==> config.mk <==
export PLATFORM = sky130hd
export DESIGN_NAME = paddle_bank
export DESIGN_NICKNAME = d
export VERILOG_FILES = /design/src/rtl/pong_pkg.sv /design/src/rtl/paddle_axis.sv /design/src/rtl/paddle_bank.sv
export SDC_FILE = /design/constraint.sdc
export NUM_CORES = 1
export LEC_CHECK = 0
export ABC_CLOCK_PERIOD_IN_PS = 15100
export BUFFER_PORTS_ARGS = -buffer_cell sky130_fd_sc_hd__buf_2
export CORE_ASPECT_RATIO = 1.4
export CORE_UTILIZATION = 60
export DETAILED_ROUTE_END_ITERATION = 10
export PLACE_DENSITY_LB_ADDON = 0.2
export SLEW_MARGIN = 20
export SYNTH_ARGS = -nofsm -noshare
export SYNTH_HDL_FRONTEND = slang
export SYNTH_SLANG_ARGS = --single-unit
==> constraint.sdc <==
create_clock -name clk -period 15.1 [get_ports clk]
set_clock_uncertainty 0.15 [all_clocks]
set_input_delay 4.53 -clock clk [delete_from_list [all_inputs] [get_ports clk]]
set_output_delay 4.53 -clock clk [all_outputs]
set_load 0.02 [all_outputs]
==> src/rtl/pong_pkg.sv <==
// Shared Pong datapath constants and the paddle direction encoding.
package pong_pkg;

  localparam int X_MAX = 639;
  localparam int Y_MAX = 479;
  localparam int PAD_W = 4;
  localparam int PAD_H = 72;

  // Lowest legal top row: the paddle's bottom row sits on Y_MAX.
  localparam int TOP_LIMIT = Y_MAX + 1 - PAD_H;

  typedef enum logic [1:0] {
    IDLE = 2'd0,
    UP   = 2'd1,
    DOWN = 2'd2
  } pad_dir_e;

endpackage

==> src/rtl/paddle_axis.sv <==
// One vertical paddle: command select, direction FSM, acceleration, edge clamp
// and the pixel-in-box test for the video path.
module paddle_axis
  import pong_pkg::*;
#(
  parameter logic [9:0] X_LEFT       = 10'd36,
  parameter int         Y_RESET      = 204,
  parameter int         V_MIN        = 1,
  parameter int         V_MAX        = 6,
  parameter int         ACCEL_FRAMES = 4,
  parameter int         DEADBAND     = 8
) (
  input  logic       clk,
  input  logic       reset,
  input  logic       frame_tick,
  input  logic       up,
  input  logic       down,
  input  logic       auto_en,
  input  logic [9:0] ball_y,
  input  logic [9:0] x,
  input  logic [9:0] y,
  output logic [9:0] pad_t,
  output logic [9:0] pad_b,
  output logic [9:0] pad_l,
  output logic [9:0] pad_r,
  output logic       pad_on
);

  localparam logic [9:0]         TOP_RESET  = 10'(Y_RESET);
  localparam logic [9:0]         BOT_RESET  = 10'(Y_RESET + PAD_H - 1);
  localparam logic [9:0]         BOX_H      = 10'(PAD_H - 1);
  localparam logic [9:0]         X_RIGHT    = X_LEFT + 10'(PAD_W - 1);
  localparam logic [3:0]         SPD_MIN    = 4'(V_MIN);
  localparam logic [3:0]         SPD_MAX    = 4'(V_MAX);
  localparam logic [3:0]         HOLD_LAST  = 4'(ACCEL_FRAMES - 1);
  // The entry frame already counts as the first held frame of a new direction.
  localparam logic [3:0]         HOLD_ENTRY = (ACCEL_FRAMES > 1) ? 4'd1 : 4'd0;
  localparam logic [11:0]        HALF_H     = 12'(PAD_H / 2);
  localparam logic [11:0]        DEAD       = 12'(DEADBAND);
  localparam logic signed [10:0] TOP_LIM_S  = 11'(TOP_LIMIT);

  pad_dir_e           state_r;
  pad_dir_e           cmd_s;
  logic [3:0]         speed_r;
  logic [3:0]         speed_s;
  logic [3:0]         hold_r;
  logic [3:0]         hold_s;
  logic [9:0]         top_r;
  logic [9:0]         bot_r;
  logic [9:0]         top_s;
  logic [11:0]        centre_s;
  logic [11:0]        ball_s;
  logic signed [10:0] moved_s;

  // Command select: ball follow with a dead zone, or the manual buttons.
  always_comb begin
    cmd_s    = IDLE;
    centre_s = {2'b00, top_r} + HALF_H;
    ball_s   = {2'b00, ball_y};
    if (auto_en) begin
      if (ball_s + DEAD < centre_s) begin
        cmd_s = UP;
      end else if (ball_s > centre_s + DEAD) begin
        cmd_s = DOWN;
      end else begin
        cmd_s = IDLE;
      end
    end else begin
      case ({up, down})
        2'b10:   cmd_s = UP;
        2'b01:   cmd_s = DOWN;
        default: cmd_s = IDLE;
      endcase
    end
  end

  // Speed ramp: restart on any direction change, step up every ACCEL_FRAMES held frames.
  always_comb begin
    speed_s = speed_r;
    hold_s  = hold_r;
    if (cmd_s == IDLE) begin
      speed_s = SPD_MIN;
      hold_s  = 4'd0;
    end else if (cmd_s != state_r) begin
      speed_s = SPD_MIN;
      hold_s  = HOLD_ENTRY;
    end else if (hold_r >= HOLD_LAST) begin
      hold_s  = 4'd0;
      speed_s = (speed_r < SPD_MAX) ? speed_r + 4'd1 : SPD_MAX;
    end else begin
      hold_s  = hold_r + 4'd1;
    end
  end

  // Move by the freshly updated speed; signed arithmetic keeps the clamp from wrapping.
  always_comb begin
    moved_s = $signed({1'b0, top_r});
    top_s   = top_r;
    case (cmd_s)
      UP: begin
        moved_s = $signed({1'b0, top_r}) - $signed({7'd0, speed_s});
        if (moved_s < 11'sd0) begin
          top_s = 10'd0;
        end else begin
          top_s = moved_s[9:0];
        end
      end
      DOWN: begin
        moved_s = $signed({1'b0, top_r}) + $signed({7'd0, speed_s});
        if (moved_s > TOP_LIM_S) begin
          top_s = TOP_LIM_S[9:0];
        end else begin
          top_s = moved_s[9:0];
        end
      end
      default: begin
        top_s = top_r;
      end
    endcase
  end

  // Frame-rate state update; everything holds between ticks.
  always_ff @(posedge clk or posedge reset) begin
    if (reset) begin
      state_r <= IDLE;
      speed_r <= SPD_MIN;
      hold_r  <= 4'd0;
      top_r   <= TOP_RESET;
      bot_r   <= BOT_RESET;
    end else if (frame_tick) begin
      state_r <= cmd_s;
      speed_r <= speed_s;
      hold_r  <= hold_s;
      top_r   <= top_s;
      bot_r   <= top_s + BOX_H;
    end
  end

  assign pad_t  = top_r;
  assign pad_b  = bot_r;
  assign pad_l  = X_LEFT;
  assign pad_r  = X_RIGHT;
  assign pad_on = (x >= X_LEFT) && (x <= X_RIGHT) && (y >= top_r) && (y <= bot_r);

endmodule

==> src/rtl/paddle_bank.sv <==
// Bank of NUM_PAD independent paddles with packed bounding-box outputs.
module paddle_bank
  import pong_pkg::*;
#(
  parameter int                    NUM_PAD      = 2,
  parameter logic [NUM_PAD*10-1:0] X_LEFT       = {10'd600, 10'd36},
  parameter int                    Y_RESET      = 204,
  parameter int                    V_MIN        = 1,
  parameter int                    V_MAX        = 6,
  parameter int                    ACCEL_FRAMES = 4,
  parameter int                    DEADBAND     = 8
) (
  input  logic                  clk,
  input  logic                  reset,
  input  logic                  frame_tick,
  input  logic [NUM_PAD-1:0]    up,
  input  logic [NUM_PAD-1:0]    down,
  input  logic [NUM_PAD-1:0]    auto_en,
  input  logic [9:0]            ball_y,
  input  logic [9:0]            x,
  input  logic [9:0]            y,
  output logic [10*NUM_PAD-1:0] pad_t,
  output logic [10*NUM_PAD-1:0] pad_b,
  output logic [10*NUM_PAD-1:0] pad_l,
  output logic [10*NUM_PAD-1:0] pad_r,
  output logic [NUM_PAD-1:0]    pad_on
);

  for (genvar i = 0; i < NUM_PAD; i++) begin : g_pad
    paddle_axis #(
      .X_LEFT       (X_LEFT[10*i +: 10]),
      .Y_RESET      (Y_RESET),
      .V_MIN        (V_MIN),
      .V_MAX        (V_MAX),
      .ACCEL_FRAMES (ACCEL_FRAMES),
      .DEADBAND     (DEADBAND)
    ) u_axis (
      .clk        (clk),
      .reset      (reset),
      .frame_tick (frame_tick),
      .up         (up[i]),
      .down       (down[i]),
      .auto_en    (auto_en[i]),
      .ball_y     (ball_y),
      .x          (x),
      .y          (y),
      .pad_t      (pad_t[10*i +: 10]),
      .pad_b      (pad_b[10*i +: 10]),
      .pad_l      (pad_l[10*i +: 10]),
      .pad_r      (pad_r[10*i +: 10]),
      .pad_on     (pad_on[i])
    );
  end

endmodule

### After elaboration in Yosys (flattened, before gate mapping)

Cells that the tools add are included.

| storage, ports and cells | value |
|---|---|
| bits in registers | 60 |
| input port bits | 39 |
| output and inout port bits | 82 |
| logic and storage cells | 91 |

| cells by class | value |
|---|---|
| add/sub/neg operators | 15 |
| $lt $le $gt $ge | 20 |
| eq/ne operators | 10 |
| multiplexer cells | 28 |
| reduce and logical (&&, ||, !) cells | 8 |

Operator list:

| operator | number |
|---|---|
| 2-to-1 mux 4 bit | 14 |
| 2-to-1 mux 10 bit | 4 |
| one-hot mux 10 bit (2 select lines) | 2 |
| adder 12 x 4 -> 12 bit (second input constant) | 2 |
| greater-than comparator 10 x 12 -> 1 bit | 2 |
| less-than comparator 12 bit | 2 |
| adder 10 x 4 -> 11 bit | 2 |
| adder 10 x 6 -> 11 bit (second input constant) | 2 |
| greater-than comparator 11 x 10 -> 1 bit (second input constant) | 2 |
| less-than comparator 11 x 1 -> 1 bit (second input constant) | 2 |
| subtractor 10 x 4 -> 11 bit | 2 |
| adder 10 x 7 -> 10 bit (second input constant) | 2 |
| greater-or-equal comparator 10 bit | 2 |
| less-or-equal comparator 10 bit | 2 |
| adder 4 x 1 -> 4 bit (second input constant) | 4 |
| 2-to-1 mux 2 bit | 6 |
| adder 10 x 4 -> 11 bit (second input constant) | 1 |
| greater-or-equal comparator 10 bit (second input constant) | 1 |
| greater-or-equal comparator 10 x 6 -> 1 bit (second input constant) | 1 |
| less-or-equal comparator 10 bit (second input constant) | 1 |
| less-or-equal comparator 10 x 6 -> 1 bit (second input constant) | 1 |
| == test 2 x 1 -> 1 bit (second input constant) | 4 |
| == test 2 bit (second input constant) | 4 |
| greater-or-equal comparator 4 x 2 -> 1 bit (second input constant) | 2 |
| other kinds (5) | 14 |

### Logic depth before layout (Yosys ltp)

Gate-level depths: netlist (run 1).

| logic depth | value |
|---|---|
| depth in word-level cells | 14 |
| depth in mapped cells | 33 |

### Hierarchy

From an unflattened synthesis (run 1), not the netlist that was laid out.

| second synthesis, totals | value |
|---|---|
| cells, all modules | 978 |
| area, all modules | 7933.9 µm² |

Modules (own cells, without submodules):

| module | times used | cells each | area each (µm²) | sequential area each (µm²) |
|---|---|---|---|---|
| paddle_axis at g_pad[1].u_axis | 1 | 498 | 3978.8 | 762.0 |
| paddle_axis at g_pad[0].u_axis | 1 | 480 | 3955.0 | 762.0 |

### Worst setup path before layout (run 1)

OpenSTA, ideal clock, no wires.

| timing | value |
|---|---|
| path kind | input to output |
| from | in y[1] |
| to | out pad_on[1] |
| arrival time | 6.373 ns |
| data required time | 10.420 ns |
| setup slack | 4.047 ns |
| stages | 12 |
| path buffers | 1 |
| cells stage by stage | ha_1 > nor2b_1 > o21a_1 > o21a_1 > o21a_1 > o21ai_0 > nand2b_1 > a21oi_1 > o21ai_0 > a21o_1 > a221oi_1 > buf_4 |

| on the way | value |
|---|---|
| cells in the longest elaborated chain, start to end | 3 |

RTL lines:

| what | RTL line | RTL |
|---|---|---|
| from (decl) | paddle_bank.sv:21 | `input logic [9:0] y,` |
| greater-or-equal comparator 10 bit | paddle_axis.sv:143 | `assign pad_on = (x >= X_LEFT) && (x <= X_RIGHT) && (y >= top_r) && (y <= bot_r);` |
| logical AND 1 bit | paddle_axis.sv:143 |  |
| logical AND 1 bit * | paddle_axis.sv:143 |  |
| to (decl) | paddle_bank.sv:26 | `output logic [NUM_PAD-1:0] pad_on` |

Mark *: on every way between the ends. The rest lies on a longest branch, timed or not.

### Final worst setup path (run 1)

| timing | value |
|---|---|
| from | in y[3] |
| to | out pad_on[0] |

Same word-level chain as after synthesis.

==> results of run 1 <==
-- cell families (layout without fill, tap and decap cells) --
family / Yosys count / after routing / share of synthesized area [%]
AO/OA/AOI/OAI: 288 / 288 / 25.6
multiplexers: 9 / 9 / 1.20
flip-flops: 60 / 60 / 19.8
other: 2 / 41 / 0.0977
AND/OR/NAND/NOR: 288 / 288 / 18.8
XOR/XNOR: 52 / 52 / 5.93
buffers and inverters: 152 / 171 / 9.61
adder cells (fa/ha/maj): 114 / 114 / 18.9
-- per-layer routing --
metal  up-vias  track usage [%]
met5         -                0
met4         0             18.4
met3        74             3.75
met2       261             56.9
met1      3411             35.9
li1       3518                -
-- power groups by stage --
stage               combinational [W]  clock, W  sequential, W
floorplan                    0.000801         0       0.000340
global placement              0.00105         0       0.000335
detailed placement            0.00107         0       0.000336
CTS                           0.00108  0.000218       0.000334
global route                  0.00123  0.000224       0.000343
finish                        0.00109  0.000215       0.000338
-- registers in the layout (all words and copies together) (netlist names) --
signal / count
g_pad.u_axis.pad_b: 20
g_pad.u_axis.pad_t: 20
g_pad.u_axis.hold_r: 8
g_pad.u_axis.speed_r: 8
g_pad.u_axis.state_r: 4
-- synthesized netlist by cell type, drive strengths merged (7+ instances only) --
library cell,number
a2111oi,7
dfrtp,42
inv,74
clkbuf,22
a31o,7
o21ai,64
a31oi,12
dfstp,18
o21a,17
a21oi,73
nor3b,7
nand2,68
o211ai,7
nor3,24
nand4,12
nor2,71
and3,7
nand2b,10
a211oi,7
xor2,16
and2,8
or3,11
a21o,20
mux2i,7
xnor2,36
ha,109
nor2b,23
or2,7
nand3,22
o31ai,10
buf,55
-- worst max-delay path, delay by kind of cell --
family,cells,cell delay (ns)
AOI/OAI and AO/OA,6,1.66
buffers and inverters,2,0.42
adders and majority gates,1,0.31
and+or+nand+nor,1,0.05
-- cells in the final DEF, fill, tap and decap left out, types with 7 or more instances in the layout --
cell type  count
nor3_1        24
inv_1         71
ha_1         109
nand3_1       22
a31o_2         7
a21o_1        20
a31oi_1       11
dfrtp_1       42
clkbuf_16      9
nand4_1       12
or3_1         11
buf_2         78
xnor2_1       36
conb_1        40
mux2i_1        7
o21a_1        17
nand2_1       67
and2_1         8
o21ai_0       59
nand2b_1      10
and3_1         7
dfstp_2       18
nor2b_1       22
a21oi_1       72
o31ai_1        9
nor2_1        71
xor2_1        16
-- final timing paths --
check	start	endpoint	slack, ns	cells after the start
setup / recovery	y[3]	pad_on[0]	3.46	10
hold / removal	g_pad[1].u_axis.hold_r[1]	g_pad[1].u_axis.hold_r[1]	0.35	1
setup reg to reg	g_pad[0].u_axis.pad_t[4]	g_pad[0].u_axis.pad_b[9]	6.75	27
hold reg to reg	g_pad[1].u_axis.hold_r[1]	g_pad[1].u_axis.hold_r[1]	0.35	1
max in group asynchronous	reset	g_pad[1].u_axis.pad_t[5]	10.05	3
min in group asynchronous	reset	g_pad[0].u_axis.hold_r[3]	4.26	3
-- cell type report --
cell class,count,area [um^2]
diodes,1,2.50
clock inverters,7,81.3
clock buffers,9,225
inverters,75,282
flip-flops and latches,60,1520
multi-input cells,791,5570
repair buffers,80,405
fillers,1163,4160
well taps,150,188
-- metrics by stage --
stage	hold slack, ns	worst slack, ns	area [um^2]	utilization (%)	cells
3_3_place_gp	0.324	3.47	7960	64.1	1156
3_5_place_dp	0.335	3.47	7960	64.1	1156
6_report	0.348	3.46	8270	66.5	1173
4_1_cts	0.348	3.46	8270	66.5	1172
2_1_floorplan	0.309	4.05	7830	-	1003
5_1_grt	0.369	3.44	8270	66.5	1173
==> flow_metrics.py, run 1 <==
metrics = {
    "global_route": {
        "grt_pass1_wl_mm": 33.1,
        "grt_pass1_vias": 6822,
        "grt_antenna_before_repair": 1,
        "grt_max_degree": 61,
        "grt_use_total_pct": 31.5,
        "grt-ovfl-total": 0,
    },
    "power_and_ir_drop": {
        "power.switching_w": 0.000856,
        "ir_drop_mv": 0.165,
        "pwr-share-seq_pct": 20.5,
        "sw_frac_of_total_pct": 52.1,
        "power_w": 0.00164,
        "clkPwrFrac_pct": 13.1,
        "leakage_nw": 3.76,
        "p_int_w": 0.000788,
        "combPwrFrac_pct": 66.4,
        "p_per_area_mw_per_mm2": 199,
    },
    "detailed_routing": {
        "drtAntennaViolNets": 0,
        "via_count": 7264,
        "wl_met3_mm": 1.13,
        "initialDrtViolationCount": 309,
        "highest_layer": "met4",
        "drc_errors": 8,
        "wl_met2_mm": 10.4,
        "drt_first_pass_iters": 7,
        "wirelength_mm": 20.6,
        "vias_per_cell": 6.19,
        "m1WireLength_mm": 8.07,
        "wl_per_cell_um": 17.6,
    },
    "synthesis": {
        "synth_edf_count": 0,
        "synthDistinctLibCells": 91,
        "syn_area_per_cell_um2": 7.96,
        "synth-seq-cells": 60,
        "synth_seq_area_share_pct": 19.8,
        "ys_async_sr_fraction_pct": 100,
        "syn_area_mm2": 0.00768,
        "ys_top_cells_by_area": "ha_1, dfrtp_1, dfstp_2",
        "synth_flop_cell": "dfrtp_1",
        "syn_inst": 965,
        "yosys.area.top_type": "ha_1",
        "yosysTopAreaCellShare_pct": 17.7,
        "ys_warn_count": 0,
    },
    "worst_setup_path": {
        "cpMaxStageDelayCell": "a2111oi_0",
        "crit_arrival_ns": 6.96,
        "critPathCaptureType": "output port",
        "worstPathCellList": "buf_2 -> ha_1 -> a21o_1 -> a21o_1 -> a21oi_1 -> nor2_1 -> a2111oi_0 -> a31oi_1 -> a2111oi_0 -> buf_2",
        "start_kind": "input pin",
        "crit_path_max_incr_delay_ns": 0.71,
        "crit_fanout": 4,
        "cp_data_required_time_ns": 10.42,
        "critical_path_class": "input pin to output port",
    },
    "hold_path": {
        "hp-class": "flip-flop to flip-flop",
    },
    "floorplan": {
        "core_area_mm2": 0.0124,
        "die_y_um": 136,
        "ioPinCount": 121,
        "initial_core_util_pct": 61.8,
        "rows": 48,
        "chipWidth_um": 97.7,
        "dieArea_mm2": 0.0133,
    },
    "sta": {
        "slew_headroom_pct": 34.3,
        "setup_viol": 0,
        "fmax_mhz": 85.9,
        "worst_slew_pin_slew_ns": 0.960,
        "finalMaxSlewViolations": 0,
        "finalSetupTns_ns": 0,
        "rsz0062_at_grt": "false",
        "period_needed_ns": 11.64,
        "period_share_pct": 77.1,
        "hold_viol_final": 0,
    },
    "place": {
        "place_congestion": 0.992,
        "hpwl_mm": 16.0,
        "port_buffers": 78,
    },
    "layout": {
        "drive_above_1_share_pct": 14.5,
        "area_delta_synth_final_pct": 7.65,
        "nets": 1169,
    },
    "cts": {
        "cts_buffers": 9,
        "cts.hold.buffers_added": 0,
        "cts_setup_buffers": 0,
        "cts_tree": "yes",
        "cts_sinks": 60,
        "cts_max_path_buffers": 2,
        "htreeDepth": 3,
        "clk_latency_ns": 0.34,
        "ctsResizeCount": 0,
        "clk_pin_slew_worst_paths_ns": 0.06,
        "clockRootBuffer": "clkbuf_16",
    },
    "outcome": {
        "status": "complete, but fails checks",
        "violations": "design-rule violations",
    },
    "job": {
        "maxCapViolations": 0,
    },
}
No activity file was read; power rests on OpenSTA's default activity.
==> run 2: changes to the inputs <==
Settings changed: ABC_CLOCK_PERIOD_IN_PS 15100 to 12150, CORE_UTILIZATION 60 to 59.
Clock period 15.1 ns to 12.15 ns, I/O delays scaled along.
==> run 2 against run 1 <==
Effect of this change:
- the run still ends with design-rule violations left
- cell area down 0.21%
- hold slack worse by 0.0062 ns
- worst setup slack worse by 1.5 ns
- critical path depth up 12
- sequential power up 24%
- first-iteration DRC count up 5.8%
- combinational power up 25%
- via count down 1.2%
- count of clock-buffer cells in the layout unchanged
- routed wire length up 0.46%
- non-clock buffer count up 1
- die area up 1.7%
- critical path type is now input pin to flip-flop
- critical endpoint is now g_pad[1].u_axis.pad_b[9]
==> flow_metrics.py, run 2 (same netlist as run 1, synthesis figures left out) <==
metrics = {
    "place": {
        "port_buffers": 78,
        "place_congestion": 0.956,
        "post_dp_cell_area_mm2": 0.00798,
        "hpwl_mm": 16.2,
    },
    "hold_path": {
        "hp-class": "flip-flop to flip-flop",
        "min_from": "g_pad[1].u_axis.hold_r[1]",
    },
    "sta": {
        "hold_viol_final": 0,
        "finalMaxSlewViolations": 0,
        "rsz0062_at_grt": "false",
        "worst_slew_pin_slew_ns": 0.926,
        "fmax_mhz": 98.0,
        "period_share_pct": 84.0,
        "timing.hold.ws_ns": 0.342,
        "setup_viol": 0,
        "period_needed_ns": 10.21,
        "finalSetupTns_ns": 0,
        "slew_headroom_pct": 38.0,
    },
    "global_route": {
        "grt_pass1_wl_mm": 33.3,
        "grt_use_total_pct": 31.6,
        "grt-ovfl-total": 0,
        "grt_antenna_before_repair": 0,
        "busiest_layer": "met2",
        "grtUsageMet3_pct": 3.73,
        "met1_usage_pct": 36.8,
        "grt_max_degree": 66,
        "grt_use_met2_pct": 57.4,
        "grt_pass1_vias": 6688,
    },
    "floorplan": {
        "die_y_um": 137,
        "dieArea_mm2": 0.0135,
        "core_area_mm2": 0.0128,
        "initial_core_util_pct": 60.3,
        "chipWidth_um": 98.5,
        "rows": 49,
        "ioPinCount": 121,
    },
    "cts": {
        "clk_pin_slew_worst_paths_ns": 0.06,
        "cts_sinks": 60,
        "cts_max_path_buffers": 2,
        "clockRootBuffer": "clkbuf_16",
        "htreeDepth": 3,
        "clk_latency_ns": 0.35,
        "ctsResizeCount": 0,
        "cts_buffers": 9,
        "cts_setup_buffers": 0,
        "cts.hold.buffers_added": 0,
        "cts_tree": "yes",
    },
    "layout": {
        "fin_area_mm2": 0.00826,
        "diodes": 0,
        "final_common_cell": "ha_1",
        "nets": 1170,
        "drive_above_1_share_pct": 14.6,
        "final_cell_mix": "ha_1, buf_2, a21oi_1",
        "final_core_util_pct": 64.7,
        "fillers": 1182,
        "area_delta_synth_final_pct": 7.42,
    },
    "worst_setup_path": {
        "cp-startpoint": "ball_y[1]",
        "critPathCaptureType": "flip-flop",
        "crit_arrival_ns": 10.29,
        "reg2reg_from": "g_pad[0].u_axis.pad_t[4]",
        "start_kind": "input pin",
        "crit_fanout": 8,
        "cp_data_required_time_ns": 12.23,
        "critical_path_class": "input pin to flip-flop",
    },
    "power_and_ir_drop": {
        "power_w": 0.00203,
        "p_per_area_mw_per_mm2": 245,
        "ir_drop_mv": 0.158,
        "leakage_nw": 3.75,
    },
    "detailed_routing": {
        "wirelength_mm": 20.7,
        "wl_per_cell_um": 17.6,
        "drc_errors": 7,
        "via_count": 7178,
        "vias_per_cell": 6.10,
        "drt_first_pass_iters": 8,
        "drtAntennaViolNets": 0,
        "initialDrtViolationCount": 327,
    },
    "outcome": {
        "violations": "design-rule violations",
        "status": "complete, but fails checks",
    },
    "job": {
        "maxCapViolations": 0,
    },
}
[run 2: cell types whose count changed in the layout (fill, tap and decap cells not counted)]
cell	change
buf_4	+1
bufinv_16	-1
clkinv_2	+1
clkinvlp_4	+1
diode_2	-1
inv_6	-1
[run 2: area by class of cell]
cell class,count,area [um^2],share of cell area (%)
Multi-Input combinational cell,791,5570,67.4
Sequential cell,60,1520,18.5
Timing Repair Buffer,81,413,5.00
Inverter,75,282,3.41
Clock buffer,9,225,2.73
Tap cell,153,191,2.32
Clock inverter,7,55.1,0.667
[run 2: routing by layer]
| layer | vias up | routed length (um) | share of wire [%] |
|---|---|---|---|
| met1 | 3382 | 8370 | 40 |
| met5 | - | 0 | 0 |
| met2 | 217 | 10600 | 51 |
| li1 | 3520 | - | - |
| met3 | 59 | 930 | 4.5 |
| met4 | 0 | 829 | 4.0 |
[run 2: worst max-delay path: stages]
cell	delay, ns
buf_2	0.13
ha_1	0.30
nor2b_1	0.14
o21a_1	0.16
o21a_1	0.18
o21a_1	0.17
o41ai_1	0.46
a31oi_1	0.47
ha_1	0.40
or3_1	0.52
a211o_1	0.35
ha_1	0.21
fa_1	0.38
nor2b_2	0.21
o311ai_2	0.53
o21ai_0	0.15
o32a_1	0.41
o32ai_1	0.39
or3b_4	0.46
nor3_1	0.32
o2111ai_1	0.17
o311ai_0	0.13
[run 2: where the power goes]
group	switching, W	internal, W
Sequential	0.000130	0.000287
Combinational	0.000828	0.000532
Clock	0.000107	0.000140
[run 2: path summary, 6_finish.rpt]
check                           depth (start not counted)  slack [ns]                   endpoint
worst max-delay path                                   22        1.94   g_pad[1].u_axis.pad_b[9]
worst max register to register                         27        3.60   g_pad[0].u_axis.pad_b[9]
worst min register to register                          1        0.34  g_pad[1].u_axis.hold_r[1]
worst min-delay path                                    1        0.34  g_pad[1].u_axis.hold_r[1]
max in group asynchronous                               3        7.97   g_pad[1].u_axis.pad_b[3]
min in group asynchronous                               3        3.36  g_pad[0].u_axis.hold_r[2]
[run 2: stage by stage]
stage | cells | setup WS [ns]
6_report | 1176 | 1.94
5_1_grt | 1176 | 1.60
4_1_cts | 1176 | 2.08
3_5_place_dp | 1160 | 1.76
3_3_place_gp | 1160 | 1.75
2_1_floorplan | 1003 | 2.87
